File: src/rtl/uart_rx_pkg.sv
// Shared types and constants for the UART receive path.
package uart_rx_pkg;

    typedef enum logic [2:0] {
        IDLE   = 3'd0,
        START  = 3'd1,
        DATA   = 3'd2,
        PARITY = 3'd3,
        STOP   = 3'd4
    } rx_state_e;

    localparam logic PAR_EVEN = 1'b0;
    localparam logic PAR_ODD  = 1'b1;

    localparam int unsigned PRESC_8  = 8;
    localparam int unsigned PRESC_16 = 16;
    localparam int unsigned PRESC_32 = 32;

    // 1 when the received parity bit disagrees with the payload for the chosen parity type
    function automatic logic par_mismatch(input logic par_bit, input logic data_xor,
                                          input logic par_typ);
        return par_bit ^ data_xor ^ par_typ;
    endfunction

endpackage

File: src/rtl/edge_bit_counter.sv
// Oversample edge counter and bit counter; eob_c marks the last oversample of a bit.
module edge_bit_counter #(
    parameter int unsigned PRESC_W   = 6,
    parameter int unsigned BIT_CNT_W = 4
) (
    input  logic                 CLK,
    input  logic                 RST,
    input  logic                 enable,
    input  logic                 clear,
    input  logic [PRESC_W-1:0]   presc_q,
    output logic [PRESC_W-1:0]   edge_count,
    output logic [BIT_CNT_W-1:0] bit_count,
    output logic                 eob_c
);

    assign eob_c = enable && (edge_count == presc_q - PRESC_W'(1));

    always_ff @(posedge CLK or negedge RST) begin
        if (!RST) begin
            edge_count <= '0;
            bit_count  <= '0;
        end else if (!enable || clear) begin
            edge_count <= '0;
            bit_count  <= '0;
        end else if (eob_c) begin
            edge_count <= '0;
            bit_count  <= bit_count + BIT_CNT_W'(1);
        end else begin
            edge_count <= edge_count + PRESC_W'(1);
        end
    end

endmodule

File: src/rtl/uart_rx_ctrl.sv
// UART RX frame sequencer: start/data/parity/stop checking and payload handoff.
// Define UART_RX_ERR_CNT_EN to add the saturating err_count output.
module uart_rx_ctrl
    import uart_rx_pkg::*;
#(
    parameter int unsigned DATA_WIDTH = 8,
    parameter int unsigned PRESC_W    = 6,
    parameter int unsigned BIT_CNT_W  = 4
) (
    input  logic                  CLK,
    input  logic                  RST,
    input  logic                  S_DATA,
    input  logic [PRESC_W-1:0]    Prescale,
    input  logic                  PAR_EN,
    input  logic                  PAR_TYP,
    input  logic                  sampled_bit,
    output logic                  dat_samp_en,
    output logic [PRESC_W-1:0]    edge_count,
    output logic [DATA_WIDTH-1:0] P_DATA,
    output logic                  data_valid,
    output logic                  par_err,
    output logic                  stp_err
`ifdef UART_RX_ERR_CNT_EN
    ,
    output logic [7:0]            err_count
`endif
);

    rx_state_e             state;
    logic [PRESC_W-1:0]    presc_q;
    logic [DATA_WIDTH-1:0] shift;
    logic [BIT_CNT_W-1:0]  bit_count;
    logic                  perr_q;
    logic                  eob_c;
    logic                  serr_c;
    logic                  restart_c;

    assign serr_c = ~sampled_bit;
    // A falling S_DATA in IDLE or at the stop-bit end opens a new frame
    assign restart_c = !S_DATA && ((state == IDLE) || (state == STOP && eob_c));

    edge_bit_counter #(
        .PRESC_W   (PRESC_W),
        .BIT_CNT_W (BIT_CNT_W)
    ) u_cnt (
        .CLK        (CLK),
        .RST        (RST),
        .enable     (dat_samp_en),
        .clear      (restart_c),
        .presc_q    (presc_q),
        .edge_count (edge_count),
        .bit_count  (bit_count),
        .eob_c      (eob_c)
    );

    always_ff @(posedge CLK or negedge RST) begin
        if (!RST) begin
            state       <= IDLE;
            presc_q     <= '0;
            shift       <= '0;
            perr_q      <= 1'b0;
            dat_samp_en <= 1'b0;
            P_DATA      <= '0;
            data_valid  <= 1'b0;
            par_err     <= 1'b0;
            stp_err     <= 1'b0;
        end else begin
            data_valid <= 1'b0;
            case (state)
                IDLE: begin
                    dat_samp_en <= 1'b0;
                    if (!S_DATA) begin
                        state       <= START;
                        presc_q     <= Prescale;
                        perr_q      <= 1'b0;
                        dat_samp_en <= 1'b1;
                    end
                end
                START: if (eob_c) begin
                    if (!sampled_bit) begin
                        state <= DATA;
                    end else begin
                        state       <= IDLE;
                        dat_samp_en <= 1'b0;
                    end
                end
                // LSB arrives first, so shifting in from the top leaves it at bit 0
                DATA: if (eob_c) begin
                    shift <= {sampled_bit, shift[DATA_WIDTH-1:1]};
                    if (bit_count == BIT_CNT_W'(DATA_WIDTH)) begin
                        state <= PAR_EN ? PARITY : STOP;
                    end
                end
                PARITY: if (eob_c) begin
                    perr_q <= par_mismatch(sampled_bit, ^shift, PAR_TYP);
                    state  <= STOP;
                end
                STOP: if (eob_c) begin
                    par_err <= perr_q;
                    stp_err <= serr_c;
                    if (!perr_q && !serr_c) begin
                        P_DATA     <= shift;
                        data_valid <= 1'b1;
                    end
                    if (!S_DATA) begin
                        state   <= START;
                        presc_q <= Prescale;
                        perr_q  <= 1'b0;
                    end else begin
                        state       <= IDLE;
                        dat_samp_en <= 1'b0;
                    end
                end
                default: begin
                    state       <= IDLE;
                    dat_samp_en <= 1'b0;
                end
            endcase
        end
    end

`ifdef UART_RX_ERR_CNT_EN
    // Rejected-frame counter, saturating
    always_ff @(posedge CLK or negedge RST) begin
        if (!RST) begin
            err_count <= '0;
        end else if (state == STOP && eob_c && (perr_q || serr_c) && err_count != 8'hFF) begin
            err_count <= err_count + 8'd1;
        end
    end
`endif

endmodule

File: config.mk
export PLATFORM = sky130hd
export DESIGN_NAME = uart_rx_ctrl
export DESIGN_NICKNAME = d
export VERILOG_FILES = /design/src/rtl/uart_rx_pkg.sv /design/src/rtl/edge_bit_counter.sv /design/src/rtl/uart_rx_ctrl.sv
export SDC_FILE = /design/constraint.sdc
export NUM_CORES = 1
export LEC_CHECK = 0
export ABC_AREA = 1
export CORE_MARGIN = 2
export CORE_UTILIZATION = 65
export CTS_CLUSTER_SIZE = 16
export DETAILED_ROUTE_END_ITERATION = 7
export DONT_BUFFER_PORTS = 1
export PLACE_DENSITY = 0.83
export REMOVE_ABC_BUFFERS = 1
export SYNTH_ARGS = -nofsm -noshare
export SYNTH_HDL_FRONTEND = slang
export SYNTH_SLANG_ARGS = --single-unit
export TNS_END_PERCENT = 50
File: constraint.sdc
create_clock -name CLK -period 5.4 [get_ports CLK]
set_clock_uncertainty 0.2 [all_clocks]
set_input_delay 1.08 -clock CLK [delete_from_list [all_inputs] [get_ports CLK]]
set_output_delay 1.08 -clock CLK [all_outputs]
set_load 0.01 [all_outputs]
==> impl_metrics.toml, run 1 <==
[outcome]
status = "completed"

[detailed_routing]
wl_per_cell_um = 12.5
via_count = 1710
drcViolationCount = 0
drtAntennaViolNets = 0
detail_route.iter0.violations = 117
viasPerCell = 5.23
firstDrtPassIters = 4
drt_wl_total_mm = 4.08

[clocking]
cts_tree = "built"
cts_resized = 0
cts_buffer_depth = 2
cts_max_level = 2
ctsHoldBuffers = 0
cts_buffers = 5
post_cts_buffers = 0
insertion_delay_ps = 350
clkSinkCount = 40
root_buffer = "clkbuf_4"
path_clk_slew_ps = 120

[synthesis]
avgSynthCellArea_um2 = 8.27
ys_warn_count = 0
syn-instance-count = 276
ys_seq_area_share_pct = 43.8
synth.distinct_cells = 27
synth-seq-cells = 40
syn_area_um2 = 2280

[finish]
nFillCells = 293
ff_latch_area_um2 = 1000
syn2layout_area_growth_pct = 4.55
nets = 296
antenna_cells = 0
drive_above_1_share_pct = 18.9
instances_no_fill = 327
multi_input_area_um2 = 1100

[power]
p_clk_share_pct = 39.6
power_switching_mw = 0.106
ir_worst_vdd_mv = 0.169
p_leak_nw = 1.12
combPwrFrac_pct = 1.0
power_switching_share_pct = 21.0
internal_power_mw = 0.398
pwr-share-seq_pct = 59.5
power.density_nw_per_um2 = 211

[global_routing]
gr-total-overflow = 0
grt_max_degree = 41
grt_pass1_wl_mm = 7.67
antenna_found_initial = 0
track_usage_pct = 24.3
grt_pass1_vias = 1784

[placement]
place.gp.congestion = 0.836
portBuffers = 0
dp_hpwl_mm = 3.11
dp_cells = 319

[setup_path]
worstSetupPathType = "flip-flop to flip-flop"
rr_startpoint = "presc_q[0]"
critical_path_peak_fanout = 6
start_kind = "flip-flop"
cp-end-kind = "flip-flop"
reg2reg_setup_slack_ps = 3190
crit_arrival_ps = 2270
r2r-end = "state[1]"
ff2ff_path_depth = 12
crit_required_ps = 5460

[floorplanning]
core_um2 = 3360
die_h_um = 63.3
rows = 21
die_w_um = 63.3
ios = 30
start_util_pct = 67.9
dieArea_um2 = 4000

[sta]
tightest_slew_ps = 364
fin_crit_sh_pct = 41.0
max_freq_ghz = 0.452
maxSlewHeadroom_pct = 75.7
rsz0062_at_grt = "false"
hold_viol = 0
setup_viol_count_final = 0
setup_tns_ps = 0
fin_worst_hold_slack_ps = 199
min_period_ps = 2210
drv_slew = 0

[run]
max_cap_violations = 0

[min_path]
hp-class = "primary input to asynchronous set/reset pin"
[per-stage QoR]
| step | util [%] | area (um^2) | setup slack, ps | power (mW) |
|---|---|---|---|---|
| finish | 71.0 | 2390 | 3190 | 0.504 |
| global route | 71.0 | 2390 | 2930 | 0.520 |
| CTS | 71.0 | 2390 | 3170 | 0.510 |
| detailed placement | 68.6 | 2310 | 3190 | 0.310 |
| global placement | 68.6 | 2310 | 3230 | 0.310 |
| floorplan | - | 2250 | 3390 | 0.309 |
[cell type report]
class                      count  share of cell area, %
clock buffer                   5                   1.57
clock inverter                 3                   1.78
inverter                      38                   6.08
multi-input combinational    195                   46.2
sequential                    40                   41.9
tap                           46                   2.41
[layout by cell type, fill, tap and decap left out, drive strengths merged, types with 2 or more instances in the layout]
master / synthesis / routed
a21oi: 14 / 14
clkbuf: 0 / 5
dfrtp: 40 / 40
ha: 4 / 4
inv: 38 / 38
nand2: 77 / 77
nand3: 20 / 20
nand3b: 3 / 3
nand4: 4 / 4
nor2: 29 / 29
nor3: 4 / 4
o21ai: 24 / 24
or2: 2 / 2
xnor2: 6 / 6
xor2: 7 / 7
[per-layer routing]
metal | share of wire [%] | vias up | routed length [um] | GRT usage (%)
li1 | - | 888 | - | -
met1 | 47 | 782 | 1920 | 31.0
met2 | 46 | 38 | 1880 | 39.6
met3 | 6.2 | 2 | 253 | 6.96
met4 | 0.54 | 0 | 22 | 8.97
met5 | 0 | - | 0 | 0
[power groups by stage]
stage | registers, mW | logic [mW] | clock network (mW)
6_report | 0.300 | 0.00479 | 0.199
5_1_grt | 0.300 | 0.00535 | 0.215
4_1_cts | 0.300 | 0.00477 | 0.206
3_5_place_dp | 0.305 | 0.00474 | 0
3_3_place_gp | 0.305 | 0.00470 | 0
2_1_floorplan | 0.305 | 0.00400 | 0
[cell usage after synthesis]
master / count / area, um^2
nor3_1: 2 / 10.0
xnor2_1: 6 / 52.6
dfrtp_1: 40 / 1000
nand2_2: 5 / 31.3
o21ai_0: 8 / 40.0
xor2_1: 7 / 61.3
nor2_4: 1 / 11.3
nand3b_1: 3 / 22.5
ha_1: 4 / 50.1
inv_1: 32 / 120
nand3_4: 2 / 35.0
or2_2: 2 / 12.5
buf_6: 3 / 33.8
o21ai_1: 1 / 5.00
nand3_1: 18 / 90.1
nor2_1: 24 / 90.1
nor3_2: 2 / 20.0
a21oi_2: 5 / 43.8
nand4_1: 4 / 25.0
nand2_4: 3 / 33.8
inv_4: 1 / 6.26
a21oi_1: 9 / 45.0
nand2_1: 69 / 259
nor2_2: 4 / 25.0
o21ai_2: 15 / 131
and3b_1: 1 / 8.76
inv_2: 5 / 18.8
[sequential cells by signal, summed over array words and instances (netlist names)]
| name | flops |
|---|---|
| P_DATA | 8 |
| dat_samp_en | 1 |
| data_valid | 1 |
| par_err | 1 |
| perr_q | 1 |
| presc_q | 6 |
| shift | 8 |
| state | 3 |
| stp_err | 1 |
| u_cnt.bit_count | 4 |
| u_cnt.edge_count | 6 |
[logic make-up (layout without fill, tap and decap cells)]
family | after synthesis | in the layout | synth area share [%]
AO/OA/AOI/OAI | 38 | 38 | 11.6
XOR/XNOR | 13 | 13 | 4.99
adder cells (fa/ha/maj) | 4 | 4 | 2.19
buffers and inverters | 41 | 46 | 7.84
flip-flops | 40 | 40 | 43.8
AND/OR/NAND/NOR | 140 | 140 | 29.5
[worst max path at each step]
stage	cells past startpoint	slack, ps	from	to
floorplan	7	3390	S_DATA	u_cnt.bit_count[0]
global placement	13	3230	presc_q[0]	P_DATA[0]
detailed placement	13	3190	presc_q[0]	P_DATA[0]
CTS	13	3170	presc_q[0]	P_DATA[0]
global route	12	2930	presc_q[0]	state[1]
finish	12	3190	presc_q[0]	state[1]
[worst max-delay path, cell delays in order (launching register included)]
cell and delay, ps:
dfrtp_1 450, inv_2 70, ha_1 250, inv_1 80, nand2_1 50, nand3_1 90, nand2_1 90, a21oi_2 190
nand3_4 160, a21oi_2 230, nand3_1 120, nand2_1 80, nand2_1 50
No activity file was read; power rests on OpenSTA's default activity.
==> run 2, diff against run 1 <==
--- a/config.mk
+++ b/config.mk
@@ -7,11 +7,11 @@
 export LEC_CHECK = 0
 export ABC_AREA = 1
 export CORE_MARGIN = 2
-export CORE_UTILIZATION = 65
+export CORE_UTILIZATION = 57
 export CTS_CLUSTER_SIZE = 16
 export DETAILED_ROUTE_END_ITERATION = 7
 export DONT_BUFFER_PORTS = 1
-export PLACE_DENSITY = 0.83
+export PLACE_DENSITY = 0.77
 export REMOVE_ABC_BUFFERS = 1
 export SYNTH_ARGS = -nofsm -noshare
 export SYNTH_HDL_FRONTEND = slang
==> constraint.sdc (replaced) <==
create_clock -name CLK -period 1.95 [get_ports CLK]
set_clock_uncertainty 0.2 [all_clocks]
set_input_delay 0.39 -clock CLK [delete_from_list [all_inputs] [get_ports CLK]]
set_output_delay 0.39 -clock CLK [all_outputs]
set_load 0.01 [all_outputs]
==> run 2 against run 1 <==
Effect of this change:
- the flow now finishes with violations (negative setup slack)
- worst setup slack got worse by 3300 ps
- critical path type unchanged
- global-route usage increased by 0.94 points
- die area increased by 13%
- count of clock-buffer cells in the layout rose by 1
==> impl_metrics.toml, run 2 (synthesis results as in run 1) <==
[detailed_routing]
viasPerCell = 5.39
top_layer = "met4"
wl_met2_mm = 2.76
drcViolationCount = 0
wl_met3_um = 308
detail_route.iter0.violations = 50
drt-met1-wl_mm = 2.00
firstDrtPassIters = 4
wl_per_cell_um = 14.8
via_count = 1892
drt_wl_total_mm = 5.21
drtAntennaViolNets = 0

[floorplanning]
start_util_pct = 58.3
core_um2 = 3910
die_h_um = 67.3
die_w_um = 67.3
dieArea_um2 = 4530
ios = 30
rows = 23

[global_routing]
grt_pass1_wl_mm = 8.20
track_usage_pct = 25.3
grt_max_degree = 41
grt_pass1_vias = 1842
antenna_found_initial = 0
gr-total-overflow = 0

[placement]
place.gp.congestion = 0.792
dp_hpwl_mm = 3.33
placed_cell_area_um2 = 2420
portBuffers = 0

[sta]
hold_viol = 0
rsz0062_at_grt = "true"
setup_tns_ps = -2350
tightest_slew_ps = 483
max_freq_ghz = 0.484
min_period_ps = 2070
maxSlewHeadroom_pct = 67.7
setup_viol_count_final = 37
layout_setup_ws_ps = -118
fin_crit_sh_pct = 106
drv_slew = 0

[setup_path]
crit_arrival_ps = 2050
cp-end-kind = "flip-flop"
crit_cells = 11
start_kind = "flip-flop"
reg2reg_setup_slack_ps = -120
cp_top_family = "simple AND/OR/NAND/NOR gates"
startpoint = "presc_q[0]"
ff2ff_path_depth = 11
crit_path_top_delay_cell = "dfrtp_1"
crit_chain = "inv_2 > ha_4 > nand2_2 > nor2_1 > nand2_2 > a21oi_4 > nand3_4 > nand2_4 > nand3_4 > nor2_2 > a21oi_1"
r2r-end = "presc_q[3]"
crit_required_ps = 1940
worstSetupPathType = "flip-flop to flip-flop"
slowest_delay_ps = 410
critical_path_peak_fanout = 6
crit_buf_inv = 1
rr_startpoint = "presc_q[0]"
cp-endpoint = "presc_q[3]"

[finish]
syn2layout_area_growth_pct = 20.8
drive_above_1_share_pct = 34.9
layout_common_cells = "nand2_1, dfrtp_1, inv_1"
ff_latch_area_um2 = 1000
nets = 317
fin_area_um2 = 2760
multi_input_area_um2 = 1300
antenna_cells = 0
top_regs = "P_DATA: 8 flops, shift: 8 flops"
final_common_cell = "nand2_1"
nFillCells = 310

[clocking]
clkSinkCount = 40
cts_tree = "built"
insertion_delay_ps = 300
cts_buffers = 5
path_clk_slew_ps = 80
cts_buffer_depth = 2
root_buffer = "clkbuf_8"
cts_max_level = 2

[min_path]
hp-class = "primary input to flip-flop"
worstHoldStart = "Prescale[5]"

[power]
power.density_nw_per_um2 = 508
power.total_mw = 1.40
ir_worst_vdd_mv = 0.613
p_leak_nw = 1.23

[outcome]
status = "finished with violations"
failed_checks = "negative setup slack"

[run]
max_cap_violations = 0
[run 2: metrics by stage]
stage | hold WS [ps] | cells | util, % | setup slack (ps)
after detailed placement | -104 | 337 | 61.8 | -180
after global routing | 13.8 | 351 | 70.5 | -188
final | 17.0 | 351 | 70.5 | -118
after floorplan | -106 | 273 | - | -45.5
after CTS | 19.9 | 350 | 68.0 | -73.7
after global placement | -105 | 337 | 61.8 | -115
[run 2: worst min-delay path by stage]
stage	to	slack, ps	cells past startpoint
3_5_place_dp	presc_q[4]	-100	0
5_1_grt	presc_q[5]	10	2
2_1_floorplan	P_DATA[0]	-110	0
6_report	presc_q[5]	20	2
4_1_cts	presc_q[5]	20	2
3_3_place_gp	presc_q[3]	-100	0
[run 2: worst reg2reg max path: stages (launching register included)]
cell and delay, ps:
dfrtp_1 410, inv_2 90, ha_4 150, nand2_2 70
nor2_1 130, nand2_2 90, a21oi_4 170, nand3_4 160
nand2_4 140, nand3_4 150, nor2_2 130, a21oi_1 50
[run 2: area by class of cell]
class                           instances  share of cell area [%]
Sequential cell                        40                    36.3
Timing Repair Buffer                   19                    5.71
Clock buffer                            6                    2.63
Multi-Input combinational cell        196                    47.2
Timing Repair inverter                  1                   0.272
Inverter                               38                    5.44
Tap cell                               50                    2.27
Clock inverter                          1                   0.181
[run 2: report_power, final]
group	switching, mW	internal, mW
Sequential	0	0.829
Clock	0.291	0.243
Combinational	0.0272	0.0105
Total	0.318	1.08
[run 2: layer usage]
layer / up-vias / global-route usage, %
met4: 0 / 11.5
met2: 54 / 45.5
li1: 928 / -
met1: 897 / 27.7
met3: 13 / 6.67
met5: - / 0
[run 2: timing repair]
action | in CTS | in global routing
buffers inserted | 2 | 1
gates cloned | 2 | 0
setup endpoints to repair | 39 | 40
endpoints found under the hold margin | 40 | 0
resized for setup | 28 | 27
pin swaps | 8 | 10
hold buffers | 2 | 0
